--- src/rtl/ctrl_pkg.sv ---
// Shared definitions for the 8-bit processor control unit: opcodes, ALU codes,
// sequencer states and the decoded-instruction record.
package ctrl_pkg;

    localparam logic [3:0] OP_LDI  = 4'h8;
    localparam logic [3:0] OP_BEQZ = 4'h9;
    localparam logic [3:0] OP_JMP  = 4'hA;
    localparam logic [3:0] OP_HALT = 4'hF;

    localparam logic [2:0] ALU_ADD = 3'b000;
    localparam logic [2:0] ALU_SUB = 3'b001;
    localparam logic [2:0] ALU_OR  = 3'b110;

    typedef enum logic [2:0] {
        ST_IDLE,
        ST_FETCH,
        ST_DECODE,
        ST_EXECUTE,
        ST_WRITEBACK,
        ST_HALTED
    } state_t;

    typedef enum logic [2:0] {
        CLS_RTYPE,
        CLS_LDI,
        CLS_BEQZ,
        CLS_JMP,
        CLS_HALT,
        CLS_ILLEGAL
    } instr_class_t;

    typedef struct packed {
        instr_class_t cls;
        logic [2:0]   alu_op;
        logic [2:0]   rd;
        logic [2:0]   rs1;
        logic [2:0]   rs2;
        logic [7:0]   imm;
    } decoded_t;

endpackage

--- src/rtl/instr_decoder.sv ---
// Combinational split of a 16-bit instruction word into register fields,
// immediate/target and instruction class.
module instr_decoder
    import ctrl_pkg::*;
(
    input  logic [15:0] instr,
    output decoded_t    dec
);

    always_comb begin
        dec        = '0;
        dec.alu_op = instr[14:12];
        dec.rd     = instr[11:9];
        dec.rs1    = instr[8:6];
        dec.rs2    = instr[5:3];
        dec.imm    = instr[7:0];
        case (instr[15:12])
            OP_LDI:  dec.cls = CLS_LDI;
            OP_BEQZ: begin
                dec.cls = CLS_BEQZ;
                // BEQZ tests the register in the rd slot, read through port A
                dec.rs1 = instr[11:9];
            end
            OP_JMP:  dec.cls = CLS_JMP;
            OP_HALT: dec.cls = CLS_HALT;
            4'hB, 4'hC, 4'hD, 4'hE: dec.cls = CLS_ILLEGAL;
            default: dec.cls = CLS_RTYPE;
        endcase
    end

endmodule

--- src/rtl/control_unit.sv ---
// Multi-cycle fetch/decode/execute/writeback sequencer driving the ALU and register file.
// Define CTRL_ILLEGAL_TRAP_EN to trap opcodes B-E (sticky illegal + HALTED); otherwise they run as NOPs.
module control_unit
    import ctrl_pkg::*;
#(
    parameter int                    PC_WIDTH   = 8,
    parameter int                    DATA_WIDTH = 8,
    parameter logic [PC_WIDTH-1:0]   RESET_PC   = '0
) (
    input  logic                  clk,
    input  logic                  reset,
    input  logic                  run,
    output logic                  imem_req,
    output logic [PC_WIDTH-1:0]   imem_addr,
    input  logic [15:0]           imem_rdata,
    input  logic                  imem_valid,
    output logic [2:0]            rf_raddr1,
    output logic [2:0]            rf_raddr2,
    input  logic [DATA_WIDTH-1:0] rf_rdata1,
    input  logic [DATA_WIDTH-1:0] rf_rdata2,
    output logic                  rf_we,
    output logic [2:0]            rf_waddr,
    output logic [DATA_WIDTH-1:0] rf_wdata,
    output logic [DATA_WIDTH-1:0] alu_a,
    output logic [DATA_WIDTH-1:0] alu_b,
    output logic [2:0]            alu_control,
    input  logic [DATA_WIDTH-1:0] alu_result,
    input  logic                  alu_zero,
    output logic                  zero_flag,
    output logic                  halted,
    output logic                  illegal
);

    state_t                state_q, state_d;
    logic [PC_WIDTH-1:0]   pc_q, pc_d;
    logic [15:0]           ir_q, ir_d;
    logic [DATA_WIDTH-1:0] op_a_q, op_a_d;
    logic [DATA_WIDTH-1:0] op_b_q, op_b_d;
    logic [DATA_WIDTH-1:0] res_q, res_d;
    logic                  zero_flag_q, zero_flag_d;
    decoded_t              dec;

    instr_decoder u_decoder (
        .instr (ir_q),
        .dec   (dec)
    );

    always_ff @(posedge clk or posedge reset) begin
        if (reset) begin
            state_q     <= ST_IDLE;
            pc_q        <= RESET_PC;
            ir_q        <= '0;
            op_a_q      <= '0;
            op_b_q      <= '0;
            res_q       <= '0;
            zero_flag_q <= 1'b0;
        end else begin
            state_q     <= state_d;
            pc_q        <= pc_d;
            ir_q        <= ir_d;
            op_a_q      <= op_a_d;
            op_b_q      <= op_b_d;
            res_q       <= res_d;
            zero_flag_q <= zero_flag_d;
        end
    end

`ifdef CTRL_ILLEGAL_TRAP_EN
    logic illegal_q, illegal_d;
    logic trap;

    assign trap = (dec.cls == CLS_ILLEGAL);

    always_comb begin
        illegal_d = illegal_q;
        if (state_q == ST_DECODE && trap) illegal_d = 1'b1;
    end

    always_ff @(posedge clk or posedge reset) begin
        if (reset) illegal_q <= 1'b0;
        else       illegal_q <= illegal_d;
    end

    assign illegal = illegal_q;
`else
    logic trap;

    assign trap    = 1'b0;
    assign illegal = 1'b0;
`endif

    always_comb begin
        state_d = state_q;
        case (state_q)
            ST_IDLE:      if (run) state_d = ST_FETCH;
            ST_FETCH:     if (imem_valid) state_d = ST_DECODE;
            ST_DECODE:    state_d = (dec.cls == CLS_HALT || trap) ? ST_HALTED : ST_EXECUTE;
            ST_EXECUTE:   state_d = ST_WRITEBACK;
            ST_WRITEBACK: state_d = ST_FETCH;
            ST_HALTED:    state_d = ST_HALTED;
            default:      state_d = ST_IDLE;
        endcase
    end

    always_comb begin
        pc_d        = pc_q;
        ir_d        = ir_q;
        op_a_d      = op_a_q;
        op_b_d      = op_b_q;
        res_d       = res_q;
        zero_flag_d = zero_flag_q;
        case (state_q)
            ST_FETCH:  if (imem_valid) ir_d = imem_rdata;
            ST_DECODE: begin
                op_a_d = rf_rdata1;
                op_b_d = rf_rdata2;
            end
            ST_EXECUTE: begin
                res_d = alu_result;
                // JMP and the illegal-as-NOP case must not disturb the flag
                if (dec.cls == CLS_RTYPE || dec.cls == CLS_LDI || dec.cls == CLS_BEQZ)
                    zero_flag_d = alu_zero;
            end
            ST_WRITEBACK: begin
                if (dec.cls == CLS_JMP)
                    pc_d = PC_WIDTH'(dec.imm);
                else if (dec.cls == CLS_BEQZ && zero_flag_q)
                    pc_d = PC_WIDTH'(dec.imm);
                else
                    pc_d = pc_q + PC_WIDTH'(1);
            end
            default: ;
        endcase
    end

    always_comb begin
        imem_req    = (state_q == ST_FETCH);
        imem_addr   = pc_q;
        rf_raddr1   = '0;
        rf_raddr2   = '0;
        rf_we       = 1'b0;
        rf_waddr    = '0;
        rf_wdata    = '0;
        alu_a       = '0;
        alu_b       = '0;
        alu_control = ALU_ADD;
        halted      = (state_q == ST_HALTED);
        zero_flag   = zero_flag_q;
        case (state_q)
            ST_DECODE: begin
                rf_raddr1 = dec.rs1;
                rf_raddr2 = dec.rs2;
            end
            ST_EXECUTE: begin
                case (dec.cls)
                    CLS_RTYPE: begin
                        alu_a       = op_a_q;
                        alu_b       = op_b_q;
                        alu_control = dec.alu_op;
                    end
                    CLS_LDI:  alu_a = DATA_WIDTH'(dec.imm);
                    CLS_BEQZ: begin
                        alu_a       = op_a_q;
                        alu_control = ALU_OR;
                    end
                    default: ;
                endcase
            end
            ST_WRITEBACK: begin
                if (dec.cls == CLS_RTYPE || dec.cls == CLS_LDI) begin
                    rf_we    = 1'b1;
                    rf_waddr = dec.rd;
                    rf_wdata = res_q;
                end
            end
            default: ;
        endcase
    end

endmodule

--- config.mk ---
export PLATFORM = sky130hd
export DESIGN_NAME = control_unit
export DESIGN_NICKNAME = d
export VERILOG_FILES = /design/src/rtl/ctrl_pkg.sv /design/src/rtl/instr_decoder.sv /design/src/rtl/control_unit.sv
export SDC_FILE = /design/constraint.sdc
export NUM_CORES = 1
export LEC_CHECK = 0
export CAP_MARGIN = 20
export CORE_UTILIZATION = 32
export DETAILED_ROUTE_END_ITERATION = 8
export GPL_TIMING_DRIVEN = 0
export PLACE_DENSITY = 0.58
export SLEW_MARGIN = 5
export SYNTH_ARGS = -nofsm -noshare
export SYNTH_HDL_FRONTEND = slang
export SYNTH_SLANG_ARGS = --single-unit
--- constraint.sdc ---
create_clock -name clk -period 2.7 [get_ports clk]
set_input_delay 0.405 -clock clk [delete_from_list [all_inputs] [get_ports clk]]
set_output_delay 0.405 -clock clk [all_outputs]
set_load 0.01 [all_outputs]
==> metrics.txt <==
number of global-route vias before repair=2102; post-detailed-route count of antenna-violating nets=0; outcome=complete, no violations; Worst-path clk slew=approximately 0.1 ns; Syn Area/Cell=between 9 and 10 µm²; Synthesized Nets=roughly 310; Least-Margin Pin Slew=around 0.68 ns; clock sink count=between 50 and 60; drt total wl=slightly below 7 mm; clk buf depth=2; Multi-input gate area=about 0.0012 mm²; Finished Cell Area=0.00383 mm²; fin. max-slew vios=0; R2R depth=5; Die ar.=approximately 0.0086 mm²; Util after Layout=roughly half; VDD IR max=approximately 0.33 mV; worst slack, placed=between 0.03 and 0.04 ns; Synth area leaders=dfrtp_1 50%, mux2_2 9.4%, nand2_1 8.7%, and2_1 5.5%, mux2i_1 3.1%; CTS root buf=clkbuf_8; critical path type=reg -> out; worst endpoint required time=approximately 2.3 ns; Fmax=roughly 0.38 GHz; register area=between 0.001 and 0.0015 mm²; asr flop ratio synth=100%; Worst Hold Slack=approximately 0.45 ns; CTS tree=done; Yosys warnings=0; Via density=4.75; Routed WL per cell=between 10 and 15 µm; drt drc=0; Core Region=roughly 0.008 mm²; Finished Layout Cells=~470; #FFs+latches synth=52; GRT Total Usage=16.6%; Total Neg Setup Slack=0 ns; Final Cycle Share=96.7%; DR iter-0 viols=83; top cell type's share of synthesized area=between 40% and 50%; Placer Congestion=a little over 0.7; I/O Buffers=92; Final WS setup=0.0888 ns; Die X=about 90 µm; total gr overflow=0; I/O pin total=94; worst reg2reg startpoint=state_q[2]; startpoint types=flop; # H-tree levels=2; area post-placement=0.00369 mm²; Max Cap Violations=0; Tot Pwr=between 3 and 4 mW; reg-to-reg setup timing slack=between 0.9 and 1 ns; n_diodes=0; synthesized area=0.00262 mm²; clock skew=around 0.0056 ns; Slew headroom=between 50% and 60%; pin count of the biggest net entering global routing=32; Die Ht=around 93 µm; Crit path arrival time=about 2.2 ns; final count of negative-setup-slack endpoints=0; Post-synth EDFFs=0; CP endpoint kind=output port; top_reg_cell synth=dfrtp_1; CP Max Fanout=6; initial antenna violation count=0; Pleak=roughly 1.8 nW; register area share after synthesis=just under 50%; fillers=790; Starting Density=approximately 33%; post-DP HPWL=5.04 mm; DR vias=about 2.2k; Detailed Routing Iterations Pass 1=4; Rows=32; pwr dens=roughly 940 mW/mm²; first-pass GRT wire length=roughly 11 mm; area grow syn2layout=46.1%; fin crit period=~2.6 ns; Clock Latency Late Sink=around 0.30 ns; Synth area leader=dfrtp_1; RSZ-0062 raised after global routing=false; post-synth cell types=42; fin nets=slightly above 400; layout cell share with drive strength beyond 1=approximately 16%; dpl cells=between 400 and 500; Post-Synthesis Cells=around 270; CP startpoint=ir_q[14]; total CTS buffers=5; Crit Reg-Reg Endpoint=op_b_q[4]; CTS Hold Bufs=0; min-delay worst type=in -> async; final hold vios=0
==> cells in the final DEF (no fill, tap or decap), drive strengths merged, types with 2 or more instances in the layout <==
cell type | netlist | routed
clkdlybuf4s50 | 0 | 78
nand2 | 61 | 61
dfrtp | 52 | 52
and2 | 23 | 23
mux2 | 22 | 22
nor2 | 19 | 19
buf | 11 | 15
dlygate4sd2 | 0 | 11
a21oi | 10 | 10
a22oi | 9 | 9
mux2i | 8 | 8
o21ai | 7 | 7
clkbuf | 3 | 7
inv | 6 | 6
nand3 | 5 | 5
nand2b | 3 | 3
a2bb2oi | 3 | 3
dlymetal6s2s | 0 | 3
nor3b | 3 | 3
and3 | 2 | 2
or3 | 2 | 2
clkinv | 0 | 2
or2 | 2 | 2
==> synth_stat cells (2+ instances only) <==
cell type	count
a21oi_1	9
a22oi_1	9
and2_1	23
or3_1	2
buf_6	2
nand3_1	5
clkbuf_1	3
nand2b_1	3
buf_2	7
nor2_1	19
nor3b_2	2
dfrtp_1	52
mux2_2	22
inv_1	6
and3_1	2
mux2i_1	8
a2bb2oi_1	3
buf_4	2
nand2_1	61
o21ai_0	6
==> cell type report <==
type	count	area share, %
repair buffers	96	25.0
clock inverters	2	0.261
multi-input cells	196	32.6
clock buffers	6	2.15
well taps	102	3.33
inverters	6	0.587
plain buffers	12	2.06
flip-flops and latches	52	34.0
==> worst max-delay path by stage <==
stage                                end  slack (ns)  depth (start not counted)
after floorplan              rf_waddr[0]        0.88                          6
final                     alu_control[1]        0.09                          5
after CTS                   rf_raddr1[2]       -0.02                          6
after global placement      imem_addr[1]       -0.04                          2
after global routing               rf_we       0.007                          6
after detailed placement  alu_control[0]        0.03                          4
==> registers in the layout, indices dropped and copies added, names as in the netlist <==
signal,flops
ir_q,16
imem_addr,8
op_a_q,8
op_b_q,8
res_q,8
state_q,3
zero_flag,1
==> power breakdown <==
group / switching [mW] / internal [mW] / total (mW) / leakage (nW)
combinational: 0.788 / 0.880 / 1.67 / 1.10
sequential: 0.317 / 1.17 / 1.48 / 0.628
clock: 0.260 / 0.205 / 0.465 / 0.0510
==> cell families after synthesis <==
| group | synth area share [%] |
|---|---|
| AO/OA/AOI/OAI | 10.1 |
| adder cells (fa/ha/maj) | 0.477 |
| buffers and inverters | 4.05 |
| flip-flops | 49.6 |
| multiplexers | 12.5 |
| other | 0.143 |
| AND/OR/NAND/NOR | 23.2 |
==> repair_timing <==
action,4_1_cts,5_1_grt
pin swaps,0,1
resized for setup,18,7
buffers inserted,1,2
setup endpoints to repair,31,18
==> worst max-delay path, cell delays in order (launching register included) <==
cell,delay [ns]
dfrtp_2,0.45
or2_4,0.27
or3_1,0.30
buf_2,0.17
a21oi_1,0.13
clkdlybuf4s50_1,0.58
==> layer usage <==
metal / vias up / global-route usage, % / part of all wire [%]
li1: 1103 / - / -
met1: 1087 / 22.6 / 47
met2: 48 / 26.0 / 48
met3: 2 / 3.86 / 4.5
met4: 0 / 5.08 / 0.81
met5: - / 0 / 0
Note: power is estimated with default switching activity, not from simulation.
